File: src/rtl/alu_arb_pkg.sv
// Shared constants and types for the ALU share arbiter.
package alu_arb_pkg;

  localparam int unsigned AluW        = 32;
  localparam int unsigned OpW         = 5;
  localparam int unsigned StatW       = 16;
  localparam int unsigned NReqDefault = 4;

  // ALU opcodes understood by the downstream ALU.
  localparam logic [OpW-1:0] OP_ADD = 5'd0;
  localparam logic [OpW-1:0] OP_SUB = 5'd1;
  localparam logic [OpW-1:0] OP_AND = 5'd2;
  localparam logic [OpW-1:0] OP_OR  = 5'd3;
  localparam logic [OpW-1:0] OP_SLL = 5'd4;
  localparam logic [OpW-1:0] OP_SRA = 5'd5;

  typedef logic [AluW-1:0] word_t;

  // One operation as presented to the ALU.
  typedef struct packed {
    word_t          opa;
    word_t          opb;
    logic [OpW-1:0] opcode;
    logic [OpW-1:0] shamt;
  } alu_op_t;

  // Saturating increment for the per-requester accept counters.
  function automatic logic [StatW-1:0] sat_inc(input logic [StatW-1:0] v);
    return (v == '1) ? v : v + 1'b1;
  endfunction

endpackage

File: src/rtl/alu_share_arbiter_if.sv
// Request / ALU / response bundle between issuing units, the arbiter and the ALU.
// The arbiter connects through the slave modport; the issuing side uses master.
interface alu_share_arbiter_if
  import alu_arb_pkg::*;
#(
  parameter int unsigned N_REQ = NReqDefault,
  parameter int unsigned ID_W  = $clog2(N_REQ)
);

  // Requester side
  logic [N_REQ-1:0]      req_valid;
  logic [N_REQ-1:0]      req_lock;
  logic [N_REQ-1:0]      req_ready;
  logic [N_REQ*AluW-1:0] req_opa;
  logic [N_REQ*AluW-1:0] req_opb;
  logic [N_REQ*OpW-1:0]  req_opcode;
  logic [N_REQ*OpW-1:0]  req_shamt;

  // ALU side
  logic [AluW-1:0]       alu_operand_a;
  logic [AluW-1:0]       alu_operand_b;
  logic [OpW-1:0]        alu_opcode;
  logic [OpW-1:0]        alu_shiftamt;
  logic [AluW-1:0]       alu_result;
  logic                  alu_ne;
  logic                  alu_gt;
  logic                  alu_ovf;

  // Response side
  logic                  rsp_valid;
  logic                  rsp_ready;
  logic [ID_W-1:0]       rsp_id;
  logic [AluW-1:0]       rsp_result;
  logic                  rsp_ne;
  logic                  rsp_gt;
  logic                  rsp_ovf;

  modport master (
    output req_valid, req_lock, req_opa, req_opb, req_opcode, req_shamt,
    output alu_result, alu_ne, alu_gt, alu_ovf, rsp_ready,
    input  req_ready, alu_operand_a, alu_operand_b, alu_opcode, alu_shiftamt,
    input  rsp_valid, rsp_id, rsp_result, rsp_ne, rsp_gt, rsp_ovf
  );

  modport slave (
    input  req_valid, req_lock, req_opa, req_opb, req_opcode, req_shamt,
    input  alu_result, alu_ne, alu_gt, alu_ovf, rsp_ready,
    output req_ready, alu_operand_a, alu_operand_b, alu_opcode, alu_shiftamt,
    output rsp_valid, rsp_id, rsp_result, rsp_ne, rsp_gt, rsp_ovf
  );

endinterface

File: src/rtl/alu_rr_pick.sv
// Combinational round-robin picker: first valid requester at or after rr_ptr,
// wrapping from N_REQ-1 back to 0. A held lock pins the grant on rr_ptr.
module alu_rr_pick #(
  parameter int unsigned N_REQ = 4,
  parameter int unsigned ID_W  = $clog2(N_REQ)
) (
  input  logic [N_REQ-1:0] valid_i,
  input  logic [ID_W-1:0]  rr_ptr_i,
  input  logic             lock_hold_i,
  output logic [N_REQ-1:0] grant_o,
  output logic [ID_W-1:0]  grant_idx_o,
  output logic             any_valid_o
);

  // One extra bit so rr_ptr + k never overflows before the modulo fold.
  localparam int unsigned   SumW  = ID_W + 1;
  localparam logic [SumW-1:0] NReqW = SumW'(N_REQ);

  logic            found;
  logic [SumW-1:0] sum;

  // Search from rr_ptr upward; the lock case short-circuits to rr_ptr.
  always_comb begin
    grant_o     = '0;
    grant_idx_o = '0;
    any_valid_o = |valid_i;
    found       = 1'b0;
    sum         = '0;
    if (lock_hold_i && valid_i[rr_ptr_i]) begin
      grant_idx_o = rr_ptr_i;
      found       = 1'b1;
    end else begin
      for (int unsigned k = 0; k < N_REQ; k++) begin
        sum = {1'b0, rr_ptr_i} + SumW'(k);
        if (sum >= NReqW) begin
          sum = sum - NReqW;
        end
        if (!found && valid_i[sum[ID_W-1:0]]) begin
          found       = 1'b1;
          grant_idx_o = sum[ID_W-1:0];
        end
      end
    end
    if (found) begin
      grant_o[grant_idx_o] = 1'b1;
    end
  end

endmodule

File: src/rtl/alu_share_arbiter.sv
// Shares one combinational 32-bit ALU between N_REQ requesters. A round-robin
// grant drives the ALU inputs; the ALU outputs are captured into a one-entry
// response register tagged with the requester id.
// Optional feature: define ALU_ARB_STATS_EN to add per-requester saturating
// accept counters (stat_clear_i / stat_grants_o).
module alu_share_arbiter
  import alu_arb_pkg::*;
#(
  parameter int unsigned N_REQ = NReqDefault,
  parameter int unsigned ID_W  = $clog2(N_REQ)
) (
  input  logic                   clk_i,
  input  logic                   rst_i,
`ifdef ALU_ARB_STATS_EN
  input  logic                   stat_clear_i,
  output logic [N_REQ*StatW-1:0] stat_grants_o,
`endif
  alu_share_arbiter_if.slave     bus
);

  // Arbitration state
  logic [ID_W-1:0] rr_ptr_q, rr_ptr_d;
  logic            lock_hold_q, lock_hold_d;

  // Response register
  logic            rsp_valid_q, rsp_valid_d;
  logic [ID_W-1:0] rsp_id_q, rsp_id_d;
  word_t           rsp_result_q, rsp_result_d;
  logic            rsp_ne_q, rsp_ne_d;
  logic            rsp_gt_q, rsp_gt_d;
  logic            rsp_ovf_q, rsp_ovf_d;

  logic [N_REQ-1:0] grant;
  logic [ID_W-1:0]  grant_idx;
  logic             any_valid;
  logic             can_issue;
  logic             accept;
  alu_op_t          sel_op;

  alu_rr_pick #(
    .N_REQ (N_REQ),
    .ID_W  (ID_W)
  ) u_pick (
    .valid_i     (bus.req_valid),
    .rr_ptr_i    (rr_ptr_q),
    .lock_hold_i (lock_hold_q),
    .grant_o     (grant),
    .grant_idx_o (grant_idx),
    .any_valid_o (any_valid)
  );

  // Handshake: the slot is free when empty or being drained this cycle.
  always_comb begin
    can_issue     = ~rsp_valid_q | bus.rsp_ready;
    bus.req_ready = can_issue ? grant : '0;
    accept        = any_valid & can_issue;
  end

  // Operand mux: granted requester's fields whenever anyone is valid, else zero.
  always_comb begin
    sel_op = '0;
    if (any_valid) begin
      sel_op.opa    = bus.req_opa[int'(grant_idx)*AluW +: AluW];
      sel_op.opb    = bus.req_opb[int'(grant_idx)*AluW +: AluW];
      sel_op.opcode = bus.req_opcode[int'(grant_idx)*OpW +: OpW];
      sel_op.shamt  = bus.req_shamt[int'(grant_idx)*OpW +: OpW];
    end
    bus.alu_operand_a = sel_op.opa;
    bus.alu_operand_b = sel_op.opb;
    bus.alu_opcode    = sel_op.opcode;
    bus.alu_shiftamt  = sel_op.shamt;
  end

  // Next round-robin pointer and lock state.
  always_comb begin
    rr_ptr_d    = rr_ptr_q;
    lock_hold_d = lock_hold_q;
    if (accept) begin
      if (bus.req_lock[grant_idx]) begin
        rr_ptr_d    = grant_idx;
        lock_hold_d = 1'b1;
      end else begin
        rr_ptr_d    = (grant_idx == ID_W'(N_REQ - 1)) ? '0 : grant_idx + 1'b1;
        lock_hold_d = 1'b0;
      end
    end else if (lock_hold_q && !bus.req_valid[rr_ptr_q]) begin
      // Locked owner went away: release so normal rotation resumes.
      lock_hold_d = 1'b0;
    end
  end

  // Next response register: capture on accept, drain when consumed.
  always_comb begin
    rsp_valid_d  = rsp_valid_q;
    rsp_id_d     = rsp_id_q;
    rsp_result_d = rsp_result_q;
    rsp_ne_d     = rsp_ne_q;
    rsp_gt_d     = rsp_gt_q;
    rsp_ovf_d    = rsp_ovf_q;
    if (accept) begin
      rsp_valid_d  = 1'b1;
      rsp_id_d     = grant_idx;
      rsp_result_d = bus.alu_result;
      rsp_ne_d     = bus.alu_ne;
      rsp_gt_d     = bus.alu_gt;
      rsp_ovf_d    = bus.alu_ovf;
    end else if (bus.rsp_ready) begin
      rsp_valid_d = 1'b0;
    end
  end

  // State registers; reset drops any held response.
  always_ff @(posedge clk_i or posedge rst_i) begin
    if (rst_i) begin
      rr_ptr_q     <= '0;
      lock_hold_q  <= 1'b0;
      rsp_valid_q  <= 1'b0;
      rsp_id_q     <= '0;
      rsp_result_q <= '0;
      rsp_ne_q     <= 1'b0;
      rsp_gt_q     <= 1'b0;
      rsp_ovf_q    <= 1'b0;
    end else begin
      rr_ptr_q     <= rr_ptr_d;
      lock_hold_q  <= lock_hold_d;
      rsp_valid_q  <= rsp_valid_d;
      rsp_id_q     <= rsp_id_d;
      rsp_result_q <= rsp_result_d;
      rsp_ne_q     <= rsp_ne_d;
      rsp_gt_q     <= rsp_gt_d;
      rsp_ovf_q    <= rsp_ovf_d;
    end
  end

  // Response outputs straight from the register.
  always_comb begin
    bus.rsp_valid  = rsp_valid_q;
    bus.rsp_id     = rsp_id_q;
    bus.rsp_result = rsp_result_q;
    bus.rsp_ne     = rsp_ne_q;
    bus.rsp_gt     = rsp_gt_q;
    bus.rsp_ovf    = rsp_ovf_q;
  end

`ifdef ALU_ARB_STATS_EN
  logic [StatW-1:0] stat_q [N_REQ];
  logic [StatW-1:0] stat_d [N_REQ];

  // Counter next state: clear beats increment.
  always_comb begin
    for (int unsigned i = 0; i < N_REQ; i++) begin
      stat_d[i] = stat_q[i];
      if (stat_clear_i) begin
        stat_d[i] = '0;
      end else if (accept && grant[i]) begin
        stat_d[i] = sat_inc(stat_q[i]);
      end
    end
  end

  // Counter registers.
  always_ff @(posedge clk_i or posedge rst_i) begin
    if (rst_i) begin
      for (int unsigned i = 0; i < N_REQ; i++) begin
        stat_q[i] <= '0;
      end
    end else begin
      for (int unsigned i = 0; i < N_REQ; i++) begin
        stat_q[i] <= stat_d[i];
      end
    end
  end

  // Flatten counters, requester i at [16i+15:16i].
  always_comb begin
    stat_grants_o = '0;
    for (int unsigned i = 0; i < N_REQ; i++) begin
      stat_grants_o[i*StatW +: StatW] = stat_q[i];
    end
  end
`endif

endmodule
File: src/flat_wrapper.sv
// flat-port wrapper written by rule: the top's interface ports become plain ports
module alu_share_arbiter_flat import alu_arb_pkg::*;
#(
  parameter int unsigned N_REQ = NReqDefault,
  parameter int unsigned ID_W  = $clog2(N_REQ)
)
  (clk_i, rst_i, bus_req_valid, bus_req_lock, bus_req_opa, bus_req_opb, bus_req_opcode, bus_req_shamt, bus_alu_result, bus_alu_ne, bus_alu_gt, bus_alu_ovf, bus_rsp_ready, bus_req_ready, bus_alu_operand_a, bus_alu_operand_b, bus_alu_opcode, bus_alu_shiftamt, bus_rsp_valid, bus_rsp_id, bus_rsp_result, bus_rsp_ne, bus_rsp_gt, bus_rsp_ovf);
  alu_share_arbiter_if #(.N_REQ(N_REQ), .ID_W(ID_W)) bus_i ();
  input  logic clk_i;
  input  logic rst_i;
  input wire logic [$bits(bus_i.req_valid)-1:0] bus_req_valid;
  input wire logic [$bits(bus_i.req_lock)-1:0] bus_req_lock;
  input wire logic [$bits(bus_i.req_opa)-1:0] bus_req_opa;
  input wire logic [$bits(bus_i.req_opb)-1:0] bus_req_opb;
  input wire logic [$bits(bus_i.req_opcode)-1:0] bus_req_opcode;
  input wire logic [$bits(bus_i.req_shamt)-1:0] bus_req_shamt;
  input wire logic [$bits(bus_i.alu_result)-1:0] bus_alu_result;
  input wire logic [$bits(bus_i.alu_ne)-1:0] bus_alu_ne;
  input wire logic [$bits(bus_i.alu_gt)-1:0] bus_alu_gt;
  input wire logic [$bits(bus_i.alu_ovf)-1:0] bus_alu_ovf;
  input wire logic [$bits(bus_i.rsp_ready)-1:0] bus_rsp_ready;
  output wire logic [$bits(bus_i.req_ready)-1:0] bus_req_ready;
  output wire logic [$bits(bus_i.alu_operand_a)-1:0] bus_alu_operand_a;
  output wire logic [$bits(bus_i.alu_operand_b)-1:0] bus_alu_operand_b;
  output wire logic [$bits(bus_i.alu_opcode)-1:0] bus_alu_opcode;
  output wire logic [$bits(bus_i.alu_shiftamt)-1:0] bus_alu_shiftamt;
  output wire logic [$bits(bus_i.rsp_valid)-1:0] bus_rsp_valid;
  output wire logic [$bits(bus_i.rsp_id)-1:0] bus_rsp_id;
  output wire logic [$bits(bus_i.rsp_result)-1:0] bus_rsp_result;
  output wire logic [$bits(bus_i.rsp_ne)-1:0] bus_rsp_ne;
  output wire logic [$bits(bus_i.rsp_gt)-1:0] bus_rsp_gt;
  output wire logic [$bits(bus_i.rsp_ovf)-1:0] bus_rsp_ovf;
  assign bus_i.req_valid = bus_req_valid;
  assign bus_i.req_lock = bus_req_lock;
  assign bus_i.req_opa = bus_req_opa;
  assign bus_i.req_opb = bus_req_opb;
  assign bus_i.req_opcode = bus_req_opcode;
  assign bus_i.req_shamt = bus_req_shamt;
  assign bus_i.alu_result = bus_alu_result;
  assign bus_i.alu_ne = bus_alu_ne;
  assign bus_i.alu_gt = bus_alu_gt;
  assign bus_i.alu_ovf = bus_alu_ovf;
  assign bus_i.rsp_ready = bus_rsp_ready;
  assign bus_req_ready = bus_i.req_ready;
  assign bus_alu_operand_a = bus_i.alu_operand_a;
  assign bus_alu_operand_b = bus_i.alu_operand_b;
  assign bus_alu_opcode = bus_i.alu_opcode;
  assign bus_alu_shiftamt = bus_i.alu_shiftamt;
  assign bus_rsp_valid = bus_i.rsp_valid;
  assign bus_rsp_id = bus_i.rsp_id;
  assign bus_rsp_result = bus_i.rsp_result;
  assign bus_rsp_ne = bus_i.rsp_ne;
  assign bus_rsp_gt = bus_i.rsp_gt;
  assign bus_rsp_ovf = bus_i.rsp_ovf;
  alu_share_arbiter #(.N_REQ(N_REQ), .ID_W(ID_W)) u_core (.clk_i(clk_i), .rst_i(rst_i), .bus(bus_i));
endmodule
File: config.mk
export PLATFORM = sky130hd
export DESIGN_NAME = alu_share_arbiter_flat
export DESIGN_NICKNAME = d
export VERILOG_FILES = /design/src/rtl/alu_arb_pkg.sv /design/src/rtl/alu_share_arbiter_if.sv /design/src/rtl/alu_rr_pick.sv /design/src/rtl/alu_share_arbiter.sv /design/src/flat_wrapper.sv
export SDC_FILE = /design/constraint.sdc
export NUM_CORES = 1
export LEC_CHECK = 0
export ABC_AREA = 1
export BUFFER_PORTS_ARGS = -buffer_cell sky130_fd_sc_hd__buf_2
export CAP_MARGIN = 30
export CORE_AREA = 8 8 170 172
export DETAILED_ROUTE_END_ITERATION = 8
export DIE_AREA = 0 0 178 180
export GPL_ROUTABILITY_DRIVEN = 0
export GPL_TIMING_DRIVEN = 0
export MAX_ROUTING_LAYER = met4
export PLACE_DENSITY = 0.53
export SETUP_SLACK_MARGIN = 0.05
export SKIP_CTS_REPAIR_TIMING = 1
export SYNTH_ARGS = -nofsm -noshare
export SYNTH_HDL_FRONTEND = slang
export SYNTH_SLANG_ARGS = --single-unit
File: constraint.sdc
create_clock -name clk_i -period 2.05 [get_ports clk_i]
set_clock_uncertainty 0.2 [all_clocks]
set_input_delay 0 -clock clk_i [delete_from_list [all_inputs] [get_ports clk_i]]
set_output_delay 0 -clock clk_i [all_outputs]
set_load 0.01 [all_outputs]
### Word-level counts from Yosys, hierarchy flattened

Index checks and enable logic that the tools add are counted.
Widths: inputs -> output; s select.

| word-level totals | value |
|---|---|
| RAM bits | 0 |
| bits in read-only memories | 0 |
| bits in latches | 0 |
| word-level logic and storage cells | 94 |
| bits in registers | 41 |
| memories | 0 |

| cells by class | value |
|---|---|
| magnitude comparators | 11 |
| multiply operators | 1 |
| bitwise operators | 3 |
| add/sub/neg operators | 8 |
| shift-type cells | 4 |
| equal/unequal tests | 1 |
| divide/modulo/power cells | 0 |
| muxes and demuxes | 45 |
| reductions and logical operators | 13 |

Operators by type and width:

| cell | count |
|---|---|
| $shiftx 128x8->32 | 2 |
| $mux 74 | 1 |
| $shiftx 20x6->5 | 2 |
| $mux 2 | 15 |
| $mux 1 | 20 |
| $lt 2x3->1 const B | 6 |
| $bmux 1 s2 | 6 |
| $ge 3x3->1 const B | 3 |
| $mux 4 | 2 |
| $sub 2x1->2 const B | 4 |
| $add 2x2->3 const B | 2 |
| $logic_and 1x1->1 | 6 |
| $mul 2x3->5 const B | 1 |
| $logic_not 1->1 | 4 |
| $reduce_bool 2->1 | 2 |
| $reduce_or 4->1 | 1 |
| $add 2x1->3 const B | 1 |
| $ge 2x3->1 const B | 1 |
| $add 2x1->2 const B | 1 |
| $demux 1 s2 | 1 |
| $eq 2x2->1 const B | 1 |
| $ge 2x1->1 const B | 1 |
| $and 1x1->1 | 1 |
| $not 1->1 | 1 |
| $or 1x1->1 | 1 |

### Depth between registers and ports, before layout

Gate-level depths: netlist of run 1.

| logic depth | value |
|---|---|
| depth in word-level cells | 26 |
| mapped depth | 17 |

### Hierarchy

A second synthesis of run 1 with hierarchy kept.

| unflattened totals | value |
|---|---|
| cells, all modules | 845 |
| area, all modules | 4525.6 µm² |

Modules (own cells, without submodules):

| module | area an instance (µm²) | sequential area each (µm²) | instances | cells an instance |
|---|---|---|---|---|
| alu_share_arbiter | 4212.8 | 1026.0 | 1 | 783 |
| alu_rr_pick | 312.8 | 0.0 | 1 | 62 |

### Worst setup path before layout of run 1

Ideal clock, no wire load.

| timing | value |
|---|---|
| path kind | reg2reg |
| start point | register u_core.rr_ptr_q[0] |
| end point | register u_core.rr_ptr_q[1] |
| path slack | -0.062 ns |
| library setup time | 0.124 ns |
| clock period less this slack | 2.112 ns |
| stages on the path, launching flop included | 15 |
| data arrival time | 1.788 ns |
| cells stage by stage | dfrtp_1 buf_6 inv_6 nand2_1 nand2_1 nand2_1 nand2_2 nand4_1 nand3_2 clkbuf_1 ha_1 inv_1 nand2_1 inv_1 o21bai_1 |

| between the ends | value |
|---|---|
| word-level cells in the longest chain between the ends | 22 |
| elaborated cells on any way between the ends | 53 |
| those cells by class | add/sub: 8; order compare: 4; eq/ne: 1; mux: 33; reduce/logical: 7 |

Ends and longest elaborated chain:

| element | RTL line | RTL |
|---|---|---|
| start: declaration | alu_share_arbiter.sv:22 | `logic [ID_W-1:0] rr_ptr_q, rr_ptr_d;` |
| start signal: assignment | alu_share_arbiter.sv:124 | `rr_ptr_q <= rr_ptr_d;` |
| $ge 2x3->1 or $sub 2x1->2 (tied branches) | alu_rr_pick.sv:35, alu_rr_pick.sv:36 |  |
| $mux 2 | alu_rr_pick.sv:35 | `if (sum >= NReqW) begin` |
| $mux 2 | alu_rr_pick.sv:29 | `if (lock_hold_i && valid_i[rr_ptr_i]) begin` |
| $bmux 1 s2 | alu_rr_pick.sv:38 | `if (!found && valid_i[sum[ID_W-1:0]]) begin` |
| $mux 1 (not written as such) | alu_rr_pick.sv:38 |  |
| $mux 1 | alu_rr_pick.sv:38 |  |
| $mux 1 | alu_rr_pick.sv:29 |  |
| $logic_not 1->1 | alu_rr_pick.sv:38 |  |
| (+6 left out) | - |  |
| $mux 1 | alu_rr_pick.sv:29 |  |
| $logic_not 1->1 | alu_rr_pick.sv:38 |  |
| $logic_and 1x1->1 | alu_rr_pick.sv:38 |  |
| $mux 2 | alu_rr_pick.sv:38 |  |
| $mux 2 (*) | alu_rr_pick.sv:29 |  |
| $add 2x1->2 (tied with other cells) | alu_share_arbiter.sv:83 | `rr_ptr_d = (grant_idx == ID_W'(N_REQ - 1)) ? '0 : grant_idx + 1'b1;` |
| $mux 2 or $mux 1 (tied branches) | alu_share_arbiter.sv:83, alu_share_arbiter.sv:79 |  |
| $mux 2 (*) | alu_share_arbiter.sv:79 | `if (bus.req_lock[grant_idx]) begin` |

Every way passes the cells marked *; elsewhere a longest branch is shown, timed or not. The select of a mux whose other input is x is not followed.
A chain may end at the register's enable or synchronous reset.

### Worst setup path after layout of run 1

| timing | value |
|---|---|
| start point | register u_core.rr_ptr_q[0] |
| end point | output bus_alu_operand_a[28] |

| between the ends | value |
|---|---|
| word-level cells in the longest chain between the ends | 21 |
| elaborated cells on any way between the ends | 49 |
| those cells by class | add/sub: 7; order compare: 4; shift: 1; mux: 30; reduce/logical: 7 |

Ends and longest elaborated chain:

| element | RTL line | RTL |
|---|---|---|
| $ge 2x3->1 or $sub 2x1->2 (tied branches) | alu_rr_pick.sv:35, alu_rr_pick.sv:36 |  |
| $mux 2 | alu_rr_pick.sv:35 |  |
| $mux 2 | alu_rr_pick.sv:29 |  |
| $bmux 1 s2 | alu_rr_pick.sv:38 |  |
| $mux 1 (not written as such) | alu_rr_pick.sv:38 |  |
| $mux 1 | alu_rr_pick.sv:38 |  |
| $mux 1 | alu_rr_pick.sv:29 |  |
| $logic_not 1->1 | alu_rr_pick.sv:38 |  |
| (+5 left out) | - |  |
| $mux 1 | alu_rr_pick.sv:38 |  |
| $mux 1 | alu_rr_pick.sv:29 |  |
| $logic_not 1->1 | alu_rr_pick.sv:38 |  |
| $logic_and 1x1->1 | alu_rr_pick.sv:38 |  |
| $mux 2 | alu_rr_pick.sv:38 |  |
| $mux 2 (*) | alu_rr_pick.sv:29 |  |
| $shiftx 128x8->32 (*) | alu_share_arbiter.sv:63 | `sel_op.opa = bus.req_opa[int'(grant_idx)*AluW +: AluW];` |
| $mux 74 (*) | alu_share_arbiter.sv:62 | `if (any_valid) begin` |
| end: declaration | flat_wrapper.sv:23 | `output wire logic [$bits(bus_i.alu_operand_a)-1:0] bus_alu_operand_a;` |

Marked as above.

==> results of run 1 <==
## critical path: stages, from the launching register on
cell	delay, ps
dfrtp_1	370
buf_6	140
buf_6	130
nand2_1	70
nand2_2	70
nand2_2	80
nand2_4	80
nand2_2	90
nand3_4	100
nand2_8	140
buf_12	150
buf_12	140
nand2_1	110
nand2_1	80
nand2_1	60
a21oi_2	190
buf_2	170
## final cells by class
| cell class | count | area share |
|---|---|---|
| Antenna cell | 3 | 0.0008396 |
| Buffer | 66 | 0.07976 |
| Clock buffer | 8 | 0.01637 |
| Inverter | 92 | 0.04170 |
| Multi-Input combinational cell | 707 | 0.3813 |
| Sequential cell | 40 | 0.1120 |
| Tap cell | 341 | 0.04772 |
| Timing Repair Buffer | 509 | 0.3203 |
## power by group
| group | internal [mW] | total (mW) | leakage [nW] | switching, mW |
|---|---|---|---|---|
| clock | 0.486 | 0.806 | 0.0712 | 0.319 |
| combinational | 7.02 | 17.5 | 4.74 | 10.5 |
| sequential | 1.07 | 1.23 | 0.485 | 0.162 |
## layer usage
layer / vias up / GRT usage
met5: - / -
met4: 0 / 0.03235
met3: 38 / 0.04128
met2: 397 / 0.3294
met1: 3527 / 0.2186
li1: 3864 / -
## state kept, by name (all words and copies together) (netlist names)
signal,flops
u_core.bus.rsp_result,32
u_core.bus.rsp_id,2
u_core.rr_ptr_q,2
u_core.bus.rsp_gt,1
u_core.bus.rsp_ne,1
u_core.bus.rsp_ovf,1
u_core.bus.rsp_valid,1
## path summary, 6_finish.rpt
kind	to	slack, ps	cells past startpoint	startpoint
min in group asynchronous	u_core.bus.rsp_result[17]	90	4	rst_i
hold reg to reg	u_core.bus.rsp_result[22]	270	2	u_core.bus.rsp_result[22]
hold / removal	u_core.rr_ptr_q[0]	0.9	6	bus_req_lock[2]
setup reg to reg	u_core.bus.rsp_valid	-240	11	u_core.rr_ptr_q[0]
max in group asynchronous	u_core.bus.rsp_gt	1350	4	rst_i
setup / recovery	bus_alu_operand_a[28]	-640	16	u_core.rr_ptr_q[0]
## through the flow
| step | std cells | worst slack, ps | utilization |
|---|---|---|---|
| 6_report | 1766 | -638.5 | 0.3393 |
| 3_3_place_gp | 1703 | -730.2 | 0.2876 |
| 5_1_grt | 1766 | -722.6 | 0.3393 |
| 3_5_place_dp | 1704 | -745.8 | 0.2883 |
| 4_1_cts | 1712 | -1066 | 0.2939 |
| 2_1_floorplan | 905 | 46.91 | - |
## cells in the final DEF, fill, tap and decap left out, drive strengths merged
cell         count
buf            518
dlygate4sd3     39
nor3             2
ha               2
nand3           12
clkinv           1
nand4            3
dfrtp           40
o21bai           1
diode            3
o21ai           33
a21oi          104
clkbuf          26
nand2          499
nor2             6
o211ai          45
inv             91
## cells by family (layout without fill, tap and decap cells)
family          Yosys count  in the layout  synth area share
flops                    40             40            0.2068
fa+ha+maj                 2              2          0.005168
compound gates          183            183            0.2137
buf+inv                 158            675            0.1566
other cells               0              3                 0
simple gates            522            522            0.4177
==> reports/summary.txt, run 1 <==
Worst skew pair latency -> 290 ps
First drt pass iteration count -> 6
Post-Synthesis Cells -> 905
Fin crit share -> 1.311
Antenna violations before repair -> 3
CP startpoint kind -> flip-flop
Hold_ws -> 0.8746 ps
Die H -> 180 um
Syn nets -> 1249
Unique masters post-synth -> 25
Commonest cells in the netlist -> 491 x nand2_1, 103 x a21oi_1, 87 x inv_1
Avg Cell Area, Syn -> 5.349 sq um
Cell Area, Synth -> 4841 sq um
Fin. Hold Viols -> 0
Largest cells by area after synthesis -> nand2_1 38%, dfrtp_1 21%, a21oi_1 11%
Max Root-Sink Buffers -> 2
First-pass GRT wire length -> 45.82 mm
Failing checks -> negative setup slack
Critical Path End Type -> primary output
Top-count cell post-synth -> nand2_1
Multi-input gate area -> 3410 sq um
Cell Pwr Density -> 2186 nW/um^2
Minimum clock period -> 2689 ps
Number of synthesized flops with an enable pin -> 0
Synth warn -> 0
H-Tree Depth -> 2
Clk pin slew, worst setup/hold paths -> 60 ps
Clock Tree Root -> clkbuf_16
Asr flop ratio synth -> 1.000
Wire length per cell -> 18.43 um
I/O pin cnt -> 458
Layout cells sized above 1 -> 0.4360
Critical-path maximum fanout -> 10
Placed Area -> 7597 sq um
Antenna-violating nets left -> 0
DP HPWL -> 26.06 mm
Hold Crit Class -> input pin to flip-flop
Final non-filler cell area -> 8941 sq um
Final wirelength -> 32.55 mm
Initial Util -> 0.1837
Register area -> 1001 sq um
Status -> finished, violations left
Num CTS Buffers -> 5
Routed length on met2 -> 16.13 mm
Synth Register Bits -> 40
Seq/Total Area, Yosys -> 0.2068
Most used DFF post-synth -> dfrtp_1
CTS tree -> yes
GRT overflow -> 0
Top sig layer -> met4
Setup TNS -> -43090 ps
WP data required -> 1850 ps
Critical path type -> flip-flop to primary output
Worst setup margin -> -638.5 ps
GR Util All Layers -> 0.1883
WL met1 -> 12.96 mm
Port Buffers -> 457
Routed wl met3 -> 2.846 mm
Starting DRT DRC Count -> 333
Largest net degree at the start of global routing -> 41
Core box area -> 26350 sq um
Leak -> 5.292 nW
Synth top area share -> 0.3807
Fmax achieved -> 0.3720 GHz
Vias -> 7826
Rows -> 60
Final setup vio count -> 118
Arr. time, crit path -> 2490 ps
Layout Nets -> 1765
Worst Tran Pin Value -> 553.6 ps
Total power -> 19.55 mW
RSZ-0062 raised after global routing -> yes
Syn-to-layout area delta -> 84.70%
# fillers -> 2970
Number of global-route vias before repair -> 7819
Full die area -> 32040 sq um
CTS Sinks -> 40
Remaining DRCs -> 0
Peak VDD IR -> 1.080 mV
Final Max Tran Viols -> 0
Max_cap viols -> 0
Leading area contributor after synthesis -> nand2_1
Die width -> 178 um
Vias/cell -> 4.431
Max_slew headroom -> 0.6309
Note: power is estimated with default switching activity, not from simulation.
==> run 2: changes to the inputs <==
- ABC_AREA: 1 -> 0
- CORE_AREA: 8 8 170 172 -> 8 8 169 171
- DIE_AREA: 0 0 178 180 -> 0 0 177 179
- PLACE_DENSITY: 0.53 -> 0.52
==> reports/summary.txt, run 2 <==
Max_cap viols -> 0 (unchanged)
Routed length on met2 -> 16.83 mm (+4.4%)
CTS tree -> yes
Cell Pwr Density -> 1391 nW/um^2 (-36%)
WP data required -> 2010 ps (+160 ps)
Fin. Hold Viols -> 9 (+9)
CP startpoint kind -> flip-flop
Leading area contributor after synthesis -> nand2_1
Most common cell after layout, fill and taps aside -> buf_2
Largest net degree at the start of global routing -> 33 (-20%)
Layout Nets -> 1665 (-5.7%)
Slowest stage delay, CP -> 520 ps (+150 ps)
Post-Synthesis Cells -> 792 (-12%)
DP HPWL -> 26.06 mm (about the same)
Avg Cell Area, Syn -> 5.564 sq um (+4.0%)
Synth top area share -> 0.3492 (-0.03149)
Worst setup margin -> -601.7 ps (+36.85 ps)
Largest cells by area after synthesis -> nand2_1 35%, dfrtp_1 23%, nand3_1 17%
Synth warn -> 0 (unchanged)
Final Max Tran Viols -> 0 (unchanged)
Clock share of power -> 0.071 (+0.030)
Minimum clock period -> 2652 ps (-36.86 ps)
CTS Sinks -> 41 (+2.5%)
Clock Tree Root -> clkbuf_16
Worst path top cell family by delay -> simple AND/OR/NAND/NOR gates
Commonest cells in the netlist -> 410 x nand2_1, 151 x nand3_1, 76 x and3_1
Worst skew pair latency -> 280 ps (about the same)
Most frequent cells in the layout -> 424 x buf_2, 374 x nand2_1, 121 x nand3_1
Number of synthesized flops with an enable pin -> 0 (unchanged)
Max_slew headroom -> 0.3497 (-0.2813)
Sequential Power Share -> 0.078 (+0.015)
Top sig layer -> met4
Remaining DRCs -> 0 (unchanged)
Num CTS Buffers -> 5 (unchanged)
Unique masters post-synth -> 35 (+40%)
Critical Path End Type -> flip-flop
First drt pass iteration count -> 5 (-1)
Placed Area -> 7208 sq um (-5.1%)
Layout cells sized above 1 -> 0.5023 (+0.06626)
Final non-filler cell area -> 9308 sq um (+4.1%)
Vias/cell -> 4.618 (+4.2%)
Vias -> 7662 (-2.1%)
Antenna-violating nets left -> 0 (unchanged)
WL met1 -> 12.75 mm (-1.6%)
Critical-path maximum fanout -> 7 (-3)
Arr. time, crit path -> 2610 ps (+120 ps)
Fmax achieved -> 0.3771 GHz (+1.4%)
Max reg flops -> 32 (unchanged)
Most used DFF post-synth -> dfrtp_1
Critical path type -> flip-flop to flip-flop
Port Buffers -> 457 (unchanged)
H-Tree Depth -> 2 (unchanged)
Final wirelength -> 33.01 mm (+1.4%)
Seq/Total Area, Yosys -> 0.2328 (+0.02605)
Cell-internal power -> 6.912 mW (-19%)
Rows -> 59 (-1.7%)
Leak -> 5.100 nW (-3.6%)
Peak VDD IR -> 0.5192 mV (-52%)
Slowest-stage cell, CP -> or4_4
Crit-path cells -> buf_8 > or4_4 > nand2_8 > clkinv_8 > buf_4 > buf_4 > mux2_4 > o21a_1 > o21a_1
Failing checks -> negative hold slack, negative setup slack
Hold Crit Class -> input pin to flip-flop
Status -> finished, violations left
Final cell count without fillers -> 1659 (-6.1%)
Die H -> 179 um (-0.56%)
Core box area -> 25760 sq um (-2.2%)
Top-count cell post-synth -> nand2_1
Number of global-route vias before repair -> 7471 (-4.5%)
Worst Tran Pin Value -> 975.5 ps (+421.9 ps)
Final setup vio count -> 82 (-31%)
Wire length per cell -> 19.90 um (+8.0%)
Hold_ws -> -11.55 ps (-12.43 ps)
First-pass GRT wire length -> 43.33 mm (-5.4%)
Asr flop ratio synth -> 1.000 (unchanged)
Routed wl met3 -> 2.709 mm (-4.8%)
Synth Register Bits -> 41 (+2.5%)
Full die area -> 31680 sq um (-1.1%)
CP bufs+invs -> 4 (-1)
Max Root-Sink Buffers -> 2 (unchanged)
Inst Count DP -> 1585 (-7.0%)
Clk pin slew, worst setup/hold paths -> 60 ps (about the same)
Fin crit share -> 1.294 (-0.01798)
Antenna violations before repair -> 2 (-1)
Starting DRT DRC Count -> 481 (+44%)
Syn nets -> 1136 (-9.0%)
Net Sw Power -> 6.031 mW (-45%)
RSZ-0062 raised after global routing -> yes
Cell Area, Synth -> 4407 sq um (-9.0%)
Die width -> 177 um (-0.56%)
Sw Ratio -> 0.4660 (-0.09524)
Syn-to-layout area delta -> 111.2%
Initial Util -> 0.1710 (-0.01267)
Logic pwr share -> 0.851 (-0.045)
GR Util All Layers -> 0.1824 (-0.005918)
GRT overflow -> 0 (unchanged)
I/O pin cnt -> 458 (unchanged)
Final core utilization -> 0.3613 (+0.02196)
-- run 2: changes by cell type in the layout (fill, tap and decap cells not counted), moves of 20 or more --
cell,before,now
and3_1,0,38
o21ai_1,26,2
and3_4,0,38
o211ai_1,45,1
inv_1,86,2
nand2_4,2,22
nand3_2,0,26
nand3_1,8,121
a21oi_2,37,1
a21oi_1,62,3
nand2_1,476,374
buf_2,463,424
buf_6,22,45
-- run 2: cell type report --
class | count | area, sq um
Multi-Input combinational cell | 679 | 3752
Clock buffer | 7 | 142.6
Timing Repair Buffer | 522 | 3264
Timing Repair inverter | 1 | 8.758
Buffer | 66 | 615.6
Inverter | 5 | 43.79
Clock inverter | 1 | 30.03
Tap cell | 335 | 419.2
Fill cell | 2812 | 16460
Sequential cell | 41 | 1026
Antenna cell | 2 | 5.005
-- run 2: final timing paths --
check,start,end,slack (ps),cells after the start
max in group asynchronous,rst_i,u_core.bus.rsp_valid,1200,4
min reg2reg,u_core.bus.rsp_result[7],u_core.bus.rsp_result[7],270,2
min in group asynchronous,rst_i,u_core.bus.rsp_result[14],0,3
max,u_core.rr_ptr_q[1],u_core.lock_hold_q,-600,9
min,bus_req_lock[2],u_core.rr_ptr_q[0],-10,4
max reg2reg,u_core.rr_ptr_q[1],u_core.lock_hold_q,-600,9
-- run 2: cell families (layout without fill, tap and decap cells) --
group / count (synthesis) / count (layout) / share of synthesized area
compound gates: 18 / 18 / 0.02811
buf+inv: 72 / 602 / 0.07042
fa+ha+maj: 2 / 2 / 0.005678
other cells: 0 / 2 / 0
mux: 1 / 1 / 0.003406
simple gates: 658 / 658 / 0.6596
flops: 41 / 41 / 0.2328
-- run 2: through the flow --
stage               power [mW]  setup WS, ps  setup TNS (ps)
finish                   12.94        -601.7          -43910
global route             13.86        -670.7          -51020
CTS                      9.712         -1150          -66350
detailed placement       8.736        -823.5          -41490
global placement         8.748        -758.1          -37250
floorplan                5.478        -30.68          -51.98
-- run 2: per-layer routing --
layer | up-vias | global-route usage
li1 | 3659 | -
met1 | 3555 | 0.2128
met2 | 404 | 0.3165
met3 | 44 | 0.03749
met4 | 0 | 0.04343
met5 | - | -
-- run 2: power by group through the flow --
stage / registers, mW / logic (mW) / clock network, mW
finish: 1.01 / 11.0 / 0.920
global route: 1.03 / 11.9 / 0.967
CTS: 1.01 / 7.76 / 0.943
detailed placement: 1.02 / 7.72 / 0
global placement: 1.02 / 7.73 / 0
floorplan: 1.06 / 4.42 / 0
-- run 2: worst register-to-register path, stage by stage (launching register included) --
cell,delay [ps]
dfrtp_1,420
buf_8,140
or4_4,520
nand2_8,150
clkinv_8,110
buf_4,170
buf_4,140
mux2_4,320
o21a_1,200
o21a_1,170
==> run 3: changes to the inputs <==
- MAX_ROUTING_LAYER: met4 -> default
==> reports/summary.txt, run 3 (synthesis results as in run 2) <==
H-Tree Depth -> 2 (unchanged)
Max reg flops -> 32 (unchanged)
Worst Tran Pin Value -> 870.5 ps (-105.0 ps)
GRT overflow -> 0 (unchanged)
GR Util All Layers -> 0.1772 (-0.005123)
Post-Place Setup Slack -> -823.5 ps (unchanged)
Fmax achieved -> 0.3794 GHz (+0.61%)
Wire length per cell -> 19.81 um (-0.47%)
Antenna violations before repair -> 3 (+1)
CTS Sinks -> 41 (unchanged)
Worst skew pair latency -> 280 ps (about the same)
Layout Nets -> 1669 (+0.24%)
Minimum clock period -> 2636 ps (-15.95 ps)
Final cell count without fillers -> 1663 (+0.24%)
Clock share of power -> 0.071 (about the same)
Leak -> 5.141 nW (+0.79%)
Cell-internal power -> 7.006 mW (+1.4%)
Clock Tree Root -> clkbuf_16
Final wirelength -> 32.94 mm (-0.23%)
Max Root-Sink Buffers -> 2 (unchanged)
WP data required -> 1850 ps (-160 ps)
Antenna-violating nets left -> 0 (unchanged)
Critical Path End Type -> primary output
Die width -> 177 um (unchanged)
Largest net degree at the start of global routing -> 33 (unchanged)
Net Sw Power -> 5.997 mW (-0.56%)
Starting DRT DRC Count -> 476 (-1.0%)
FF-to-FF Start -> u_core.rr_ptr_q[1]
Die H -> 179 um (unchanged)
I/O pin cnt -> 458 (unchanged)
Routed length on met2 -> 16.75 mm (-0.49%)
Most frequent cells in the layout -> 426 x buf_2, 376 x nand2_1, 122 x nand3_1
Sw Ratio -> 0.4612 (-0.004762)
Fin. Hold Viols -> 4 (-5)
WL met1 -> 12.26 mm (-3.8%)
R2R Path End -> u_core.lock_hold_q
Arr. time, crit path -> 2440 ps (-170 ps)
Syn-to-layout area delta -> 111.5%
Slowest stage delay, CP -> 520 ps (about the same)
Remaining DRCs -> 0 (unchanged)
Worst r2r path cells -> 9 (unchanged)
Core box area -> 25760 sq um (unchanged)
Port Buffers -> 457 (unchanged)
Critical path type -> flip-flop to primary output
Slowest-stage cell, CP -> or4_4
Final setup vio count -> 82 (unchanged)
Sequential Power Share -> 0.078 (about the same)
Worst setup margin -> -585.7 ps (+15.95 ps)
RSZ-0062 raised after global routing -> yes
Most common cell after layout, fill and taps aside -> buf_2
Full die area -> 31680 sq um (unchanged)
Top sig layer -> met5
DP HPWL -> 26.06 mm (unchanged)
Cell mode on critical path -> buf_8
Number of global-route vias before repair -> 7447 (-0.32%)
Initial Util -> 0.1710 (unchanged)
Final Max Tran Viols -> 0 (unchanged)
Cell Pwr Density -> 1395 nW/um^2 (+0.33%)
Inst Count DP -> 1585 (unchanged)
Max_slew headroom -> 0.4197 (+0.07002)
Num CTS Buffers -> 5 (unchanged)
Layout cells sized above 1 -> 0.4985 (-0.003778)
Failing checks -> negative hold slack, negative setup slack
Logic pwr share -> 0.852 (about the same)
Hold_ws -> -3.047 ps (+8.508 ps)
Peak VDD IR -> 0.5976 mV (+15%)
Crit-path cells -> buf_8 > or4_4 > nand2_8 > clkinv_8 > buf_12 > buf_8 > nand2_1 > nand3_2 > and3_4 > buf_2
R2r setup slk -> -590 ps (+20 ps)
Vias/cell -> 4.577 (-0.90%)
Status -> finished, violations left
CTS tree -> yes
Fin crit share -> 1.286 (-0.007782)
Max_cap viols -> 0 (unchanged)
Clk pin slew, worst setup/hold paths -> 60 ps (about the same)
Vias -> 7611 (-0.67%)
First-pass GRT wire length -> 43.43 mm (+0.24%)
Routed wl met3 -> 3.174 mm (+17%)
CP startpoint kind -> flip-flop
First drt pass iteration count -> 5 (unchanged)
Rows -> 59 (unchanged)
Critical-path maximum fanout -> 10 (+3)
Hold Crit Class -> input pin to async pin
## run 3: through the flow
step / cell area [sq um] / hold slack (ps) / total power, mW / setup TNS, ps / utilization
3_3_place_gp: 7188 / -8.900 / 8.748 / -37250 / 0.2790
3_5_place_dp: 7208 / -250.1 / 8.736 / -41490 / 0.2798
4_1_cts: 7381 / -550.4 / 9.712 / -66350 / 0.2865
6_report: 9320 / -3.047 / 13.00 / -43400 / 0.3618
5_1_grt: 9320 / 7.207 / 13.94 / -50790 / 0.3618
2_1_floorplan: 4482 / -94.56 / 5.478 / -51.98 / -
## run 3: worst max-delay path by stage
stage | cells past startpoint | to | slack [ps] | from
global route | 11 | bus_alu_operand_b[6] | -670 | u_core.rr_ptr_q[0]
floorplan | 7 | u_core.lock_hold_q | -30 | u_core.rr_ptr_q[1]
CTS | 11 | bus_alu_shiftamt[3] | -1150 | u_core.rr_ptr_q[0]
finish | 10 | bus_alu_operand_b[8] | -590 | u_core.rr_ptr_q[1]
global placement | 10 | bus_alu_opcode[3] | -760 | u_core.rr_ptr_q[1]
detailed placement | 11 | bus_alu_shiftamt[3] | -820 | u_core.rr_ptr_q[0]
## run 3: power by group through the flow
stage / logic [mW] / clock network, mW / registers, mW
6_report: 11.1 / 0.918 / 1.01
5_1_grt: 11.9 / 0.967 / 1.03
4_1_cts: 7.76 / 0.943 / 1.01
3_5_place_dp: 7.72 / 0 / 1.02
3_3_place_gp: 7.73 / 0 / 1.02
2_1_floorplan: 4.42 / 0 / 1.06
## run 3: per-layer routing
metal  GRT usage  vias up
met5           0        -
met4     0.04343        2
met3     0.05076       38
met2      0.3165      391
met1      0.2047     3513
li1            -     3667
## run 3: critical path, delay by kind of cell (launching register included)
family	cells	cell delay [ps]
flip-flops	1	420
AND/OR/NAND/NOR	5	1050
buffers and inverters	5	680
## run 3: cell type report
class / count / area, sq um
fillers: 2805 / 16440
multi-input cells: 679 / 3697
repair buffers: 526 / 3308
flip-flops and latches: 41 / 1026
plain buffers: 66 / 639.4
well taps: 335 / 419.2
clock buffers: 7 / 142.6
inverters: 5 / 43.79
clock inverters: 1 / 30.03
repair inverters: 1 / 8.758
diodes: 2 / 5.005
